File: src/rtl/writeback_stage.sv
// Writeback stage: one-cycle stage register feeding the register-file write port,
// with load extraction, load-fault detection and an optional retire counter (WB_INSTRET_EN).
module writeback_stage #(
  parameter int DWIDTH = 32
) (
  input  logic              clk,
  input  logic              rst,
  input  logic              valid_i,
  input  logic [4:0]        rd_i,
  input  logic              regwren_i,
  input  logic [1:0]        wbsel_i,
  input  logic [2:0]        funct3_i,
  input  logic [DWIDTH-1:0] alures_i,
  input  logic [DWIDTH-1:0] pc_i,
  input  logic [DWIDTH-1:0] memdata_i,
  input  logic              stall_i,
  input  logic              flush_i,
  output logic [4:0]        rd_o,
  output logic [DWIDTH-1:0] datawb_o,
  output logic              regwren_o,
  output logic              fault_o,
  output logic              retire_o,
  output logic [63:0]       instret_o
);

  logic              r_valid;
  logic [4:0]        r_rd;
  logic              r_regwren;
  logic [1:0]        r_wbsel;
  logic [2:0]        r_funct3;
  logic [DWIDTH-1:0] r_alures;
  logic [DWIDTH-1:0] r_pc;
  logic [DWIDTH-1:0] r_memdata;

  logic              w_capture;
  logic [1:0]        w_off;
  logic [7:0]        w_byte;
  logic [15:0]       w_half;
  logic [DWIDTH-1:0] w_load;
  logic              w_fault;

  assign w_capture = valid_i & ~stall_i & ~flush_i & ~rst;

  always_ff @(posedge clk) begin
    if (rst) r_valid <= 1'b0;
    else     r_valid <= w_capture;
  end

  // Payload fields only matter while r_valid is set, so they carry no reset.
  always_ff @(posedge clk) begin
    if (w_capture) begin
      r_rd      <= rd_i;
      r_regwren <= regwren_i;
      r_wbsel   <= wbsel_i;
      r_funct3  <= funct3_i;
      r_alures  <= alures_i;
      r_pc      <= pc_i;
      r_memdata <= memdata_i;
    end
  end

  assign w_off  = r_alures[1:0];
  assign w_half = w_off[1] ? r_memdata[31:16] : r_memdata[15:0];

  always_comb begin
    w_byte = r_memdata[7:0];
    case (w_off)
      2'd0: w_byte = r_memdata[7:0];
      2'd1: w_byte = r_memdata[15:8];
      2'd2: w_byte = r_memdata[23:16];
      2'd3: w_byte = r_memdata[31:24];
      default: w_byte = r_memdata[7:0];
    endcase
  end

  always_comb begin
    w_load = '0;
    case (r_funct3)
      3'b000: w_load = {{(DWIDTH-8){w_byte[7]}}, w_byte};
      3'b100: w_load = {{(DWIDTH-8){1'b0}}, w_byte};
      3'b001: w_load = {{(DWIDTH-16){w_half[15]}}, w_half};
      3'b101: w_load = {{(DWIDTH-16){1'b0}}, w_half};
      3'b010: w_load = r_memdata;
      default: w_load = '0;
    endcase
  end

  always_comb begin
    w_fault = 1'b0;
    if (r_valid && r_wbsel == 2'b01) begin
      case (r_funct3)
        3'b001, 3'b101:         w_fault = w_off[0];
        3'b010:                 w_fault = (w_off != 2'd0);
        3'b011, 3'b110, 3'b111: w_fault = 1'b1;
        default:                w_fault = 1'b0;
      endcase
    end
  end

  always_comb begin
    datawb_o = '0;
    case (r_wbsel)
      2'b00: datawb_o = r_alures;
      2'b01: datawb_o = w_load;
      2'b10: datawb_o = r_pc + DWIDTH'(4);
      default: datawb_o = '0;
    endcase
  end

  assign rd_o      = r_rd;
  assign fault_o   = w_fault;
  assign retire_o  = r_valid & ~w_fault & ~flush_i;
  assign regwren_o = r_valid & r_regwren & (r_rd != 5'd0) & ~w_fault & ~flush_i;

`ifdef WB_INSTRET_EN
  logic [63:0] r_instret;

  always_ff @(posedge clk) begin
    if (rst)           r_instret <= '0;
    else if (retire_o) r_instret <= r_instret + 64'd1;
  end

  assign instret_o = r_instret;
`else
  assign instret_o = '0;
`endif

endmodule
File: config.mk
export PLATFORM = sky130hd
export DESIGN_NAME = writeback_stage
export DESIGN_NICKNAME = d
export VERILOG_FILES = /design/src/rtl/writeback_stage.sv
export SDC_FILE = /design/constraint.sdc
export NUM_CORES = 1
export LEC_CHECK = 0
export ABC_AREA = 0
export BUFFER_PORTS_ARGS = -buffer_cell sky130_fd_sc_hd__buf_4
export CAP_MARGIN = 20
export CORE_ASPECT_RATIO = 1.2
export CORE_MARGIN = 2
export CORE_UTILIZATION = 49
export DETAILED_ROUTE_END_ITERATION = 8
export PLACE_DENSITY_LB_ADDON = 0.3
export SYNTH_ARGS = -nofsm -noshare
export SYNTH_HDL_FRONTEND = slang
export SYNTH_SLANG_ARGS = --single-unit
File: constraint.sdc
create_clock -name clk -period 16.67 [get_ports clk]
set_input_delay 3.334 -clock clk [delete_from_list [all_inputs] [get_ports clk]]
set_output_delay 3.334 -clock clk [all_outputs]
set_load 0.02 [all_outputs]
# [Yosys cells after proc, flatten, opt, wreduce, memory -nomap -nowiden]
# Index checks and enable logic that the tools add are counted.
[totals] input_bits=112 output_inout_bits=104 regBits=108 word_cells=48
[op_classes] n_addsub=1 eq_ne=12 muxes=6 n_reduce_logical=8 bitwise=13
[op_table] op="32-bit one-hot mux with 5 select lines" count=1
[op_table] op="32-bit one-hot mux with 3 select lines" count=1
[op_table] op="32-bit by 3-bit adder with 32-bit output (second input constant)" count=1
[op_table] op="8-bit one-hot mux with 4 select lines" count=1
[op_table] op="16-bit two-way mux" count=1
[op_table] op="3-bit equality test (second input constant)" count=4
[op_table] op="1-bit AND" count=9
[op_table] op="2-bit equality test (second input constant)" count=3
[op_table] op="3-bit by 2-bit equality test with 1-bit output (second input constant)" count=2
[op_table] op="5-bit nonzero test" count=1
[op_table] op="2-bit by 1-bit equality test with 1-bit output (second input constant)" count=2
[op_table] op="2-bit logical NOT" count=2
[op_table] op="1-bit inverter" count=4
[op_table] op="3-bit by 1-bit equality test with 1-bit output (second input constant)" count=1
[op_table] op="3-bit logical NOT" count=1
[op_table] op="1-bit one-hot mux with 3 select lines" count=1
[op_table] op="3-bit OR reduction" count=1
[op_table] op="2-bit nonzero test" count=1
[op_table] op="2-bit OR reduction" count=1
[op_table] op="1-bit logical AND" count=1
[op_table] op="1-bit two-way mux" count=1

# [Depth between registers and ports, before layout]
[depth] depth_word=7 mapped_depth=6 mapped_depth_nobuf=6

# [Worst setup path before layout]
# Ideal clock, no wire load.
[synth_path] path_type="input to register" from="in rst" to="reg r_alures[0] (enable)" arrival_time_ns=14.463 slack_ns=1.329 required_time_ns=15.792 setup_time_ns=0.878 path_stages=1 path_cell_list="nor4b_1"
[synth_between] elab_chain_len=2
[synth_rtl] item="start: declaration" line_no="7" source="input logic rst,"
[synth_rtl] item="1-bit inverter" line_no="42" source="assign w_capture = valid_i & ~stall_i & ~flush_i & ~rst;"
[synth_rtl] item="1-bit AND" line_no="42"
[synth_rtl] item="end signal: assignment" line_no="56" source="r_alures <= alures_i;"
[synth_rtl] item="end: declaration" line_no="31" source="logic [DWIDTH-1:0] r_alures;"
# No other way between the ends.
# A chain may end at the register's enable or synchronous reset.

# [Worst setup path in the final report]
[layout_path] from="in flush_i" to="out regwren_o"
[layout_between] elab_chain_len=2
[layout_rtl] item="start: declaration" line_no="17" source="input logic flush_i,"
[layout_rtl] item="1-bit inverter" line_no="113" source="assign regwren_o = r_valid & r_regwren & (r_rd != 5'd0) & ~w_fault & ~flush_i;"
[layout_rtl] item="1-bit AND" line_no="113"
[layout_rtl] item="end: declaration" line_no="20" source="output logic regwren_o,"
# No other way between the ends.

==> flow_summary.toml <==
[layout]
postLayoutCoreUtil_pct = 62.4
layout_common_cells = "buf_4 (154), edfxtp_1 (107), conb_1 (64), xor2_1 (19), mux2i_1 (19)"
drive_above_1_share_pct = 31.1
stdcell_area_um2 = 6860
final_common_cell = "buf_4"
fillCellCount = 826
n_antenna_cell = 0
final_nets = 694
syn2layout_area_growth_pct = 24.3

[sta]
slew_headroom_pct = 35.3
timing.final.hold_violations = 0
max_clock_freq_mhz = 135
timing.hold.ws_ps = 3160
setup_tns_ps = 0
setup_violations = 0
layout_min_cycle_time_ps = 7390
fin_crit_sh_pct = 44.3
tightest_slew_ps = 970
maxSlewViolCount = 0
rsz0062_at_grt = "no"

[drt]
drc = 0
dr.first_iter.drc_count = 268
antenna_left = 0
drtPass1Iterations = 5
dr_total_vias = 3957
routed_wl_um = 13100
wl_per_cell_um = 18.3
vias_per_cell = 5.51

[run_status]
status = "completed"

[global_routing]
grt_usage_pct = 21.8
gr-total-overflow = 0
grt_pass1_vias = 3865
antenna_found_initial = 0
grt_pass1_wl_um = 19900
grt_start_max_net_pins = 70

[worst_setup_path]
cpPeakStageDelay_ps = 250
crit_buf_inv = 2
cp.required_ps = 13340
crit_chain = "buf_4 -> nor3b_1 -> o311a_1 -> buf_4"
critPathMaxFanout = 3
crit_path_end_kind = "output pin"
worstSetupPathType = "primary input to output pin"
cpLargestDelayFamily = "buffers and inverters"
worst_ep_arrival_time_ps = 4050
cp-start-kind = "primary input"
critical-path-slowest-cell = "nor3b_1"
cp_common_cell = "buf_4"

[clock_network]
cts_buffers = 9
clockBufferDepth = 2
cts_root_buf = "clkbuf_16"
cts.sinks = 108
postCtsSetupBuffers = 0
clk_pin_slew_ps = 70
cts_tree = "built"
htree_levels = 3
ctsHoldBuffers = 0
postCtsResizedCells = 0

[synthesis]
synthCells = 432
ys_seq_area_share_pct = 58.6
ys_warn_count = 0
syn_avg_cell_area_um2 = 12.8
yosys_register_bits = 108
yosysUniqueCellTypes = 58
netlist_area_um2 = 5520
synth-edff-count = 107
synthArstFlopShare_pct = 0
synthFlopType = "edfxtp_1"

[floorplan]
die_y_um = 120
die_area_um2 = 12100
start_util_pct = 50.2
core-area_um2 = 11000
design.portCount = 216
rows = 42
die_w_um = 101

[placed_design]
portBuffers = 151
place_hpwl_um = 9700
placed_area_um2 = 6530
gp_congestion = 0.909

[hold_path]
hp-class = "primary input to flip-flop"

[job]
maxCapViolCount = 0

[pwr]
power_density_nw_per_um2 = 89.1
p_total_mw = 0.611
p_leak_nw = 2.70
vdd_ir_drop_max_mv = 0.0519
-- cells by family after synthesis --
kind of cell,synth area share [%]
flops,58.6
compound gates,12.9
simple gates,10.0
buf+inv,10.1
xor+xnor,4.13
mux,3.86
fa+ha+maj,0.227
other cells,0.0680
-- worst paths after layout --
kind | start | to | cells past startpoint
min | memdata_i[26] | r_memdata[26] | 1
max | flush_i | regwren_o | 4
-- flip-flops by register name (all words and copies together), names as in the netlist --
name	flops
r_memdata	32
r_alures	32
r_valid	1
r_wbsel	2
r_regwren	1
r_funct3	3
rd_o	5
r_pc	32
-- power by group --
part           internal, mW  switching (mW)
Clock                 0.133          0.0956
Sequential            0.308         0.00686
Combinational        0.0300          0.0379
Total                 0.471           0.140
-- layout make-up --
| type | count | area, µm² | share of cell area, % |
|---|---|---|---|
| clock buffer | 9 | 225 | 3.29 |
| multi-input combinational | 305 | 1970 | 28.7 |
| timing repair buffer | 154 | 1160 | 16.9 |
| inverter | 3 | 11.3 | 0.164 |
| sequential | 108 | 3230 | 47.2 |
| clock inverter | 7 | 97.6 | 1.42 |
| tap | 132 | 165 | 2.41 |
-- synthesized netlist by cell type (8+ instances only) --
library cell  number  area [µm²]
edfxtp_1         107        3210
nor2_1            18        67.6
nand2_1           16        60.1
a21oi_1           12        60.1
nand4_1            8        50.1
mux2i_1           19         190
o21ai_0           17        85.1
o221ai_1          11        96.3
clkbuf_1           8        30.0
buf_4             65         488
nand3_1           11        55.1
xor2_1            19         166
nor2b_1            9        56.3
-- layer usage --
layer  part of all wire, %  wire length, µm  GRT usage, %  vias up
met5                     0                0             0        -
met4                   2.7              357          8.56        0
met3                   7.6              992          4.16       23
met2                    51             6650          36.3      234
met1                    39             5110          28.0     1874
li1                      -                -             -     1826
-- stage by stage --
step	setup slack, ps	instances
finish	9280	718
global route	9210	718
CTS	9280	718
detailed placement	9280	702
global placement	9300	702
floorplan	1330	495
(Power assumes the default switching activity.)
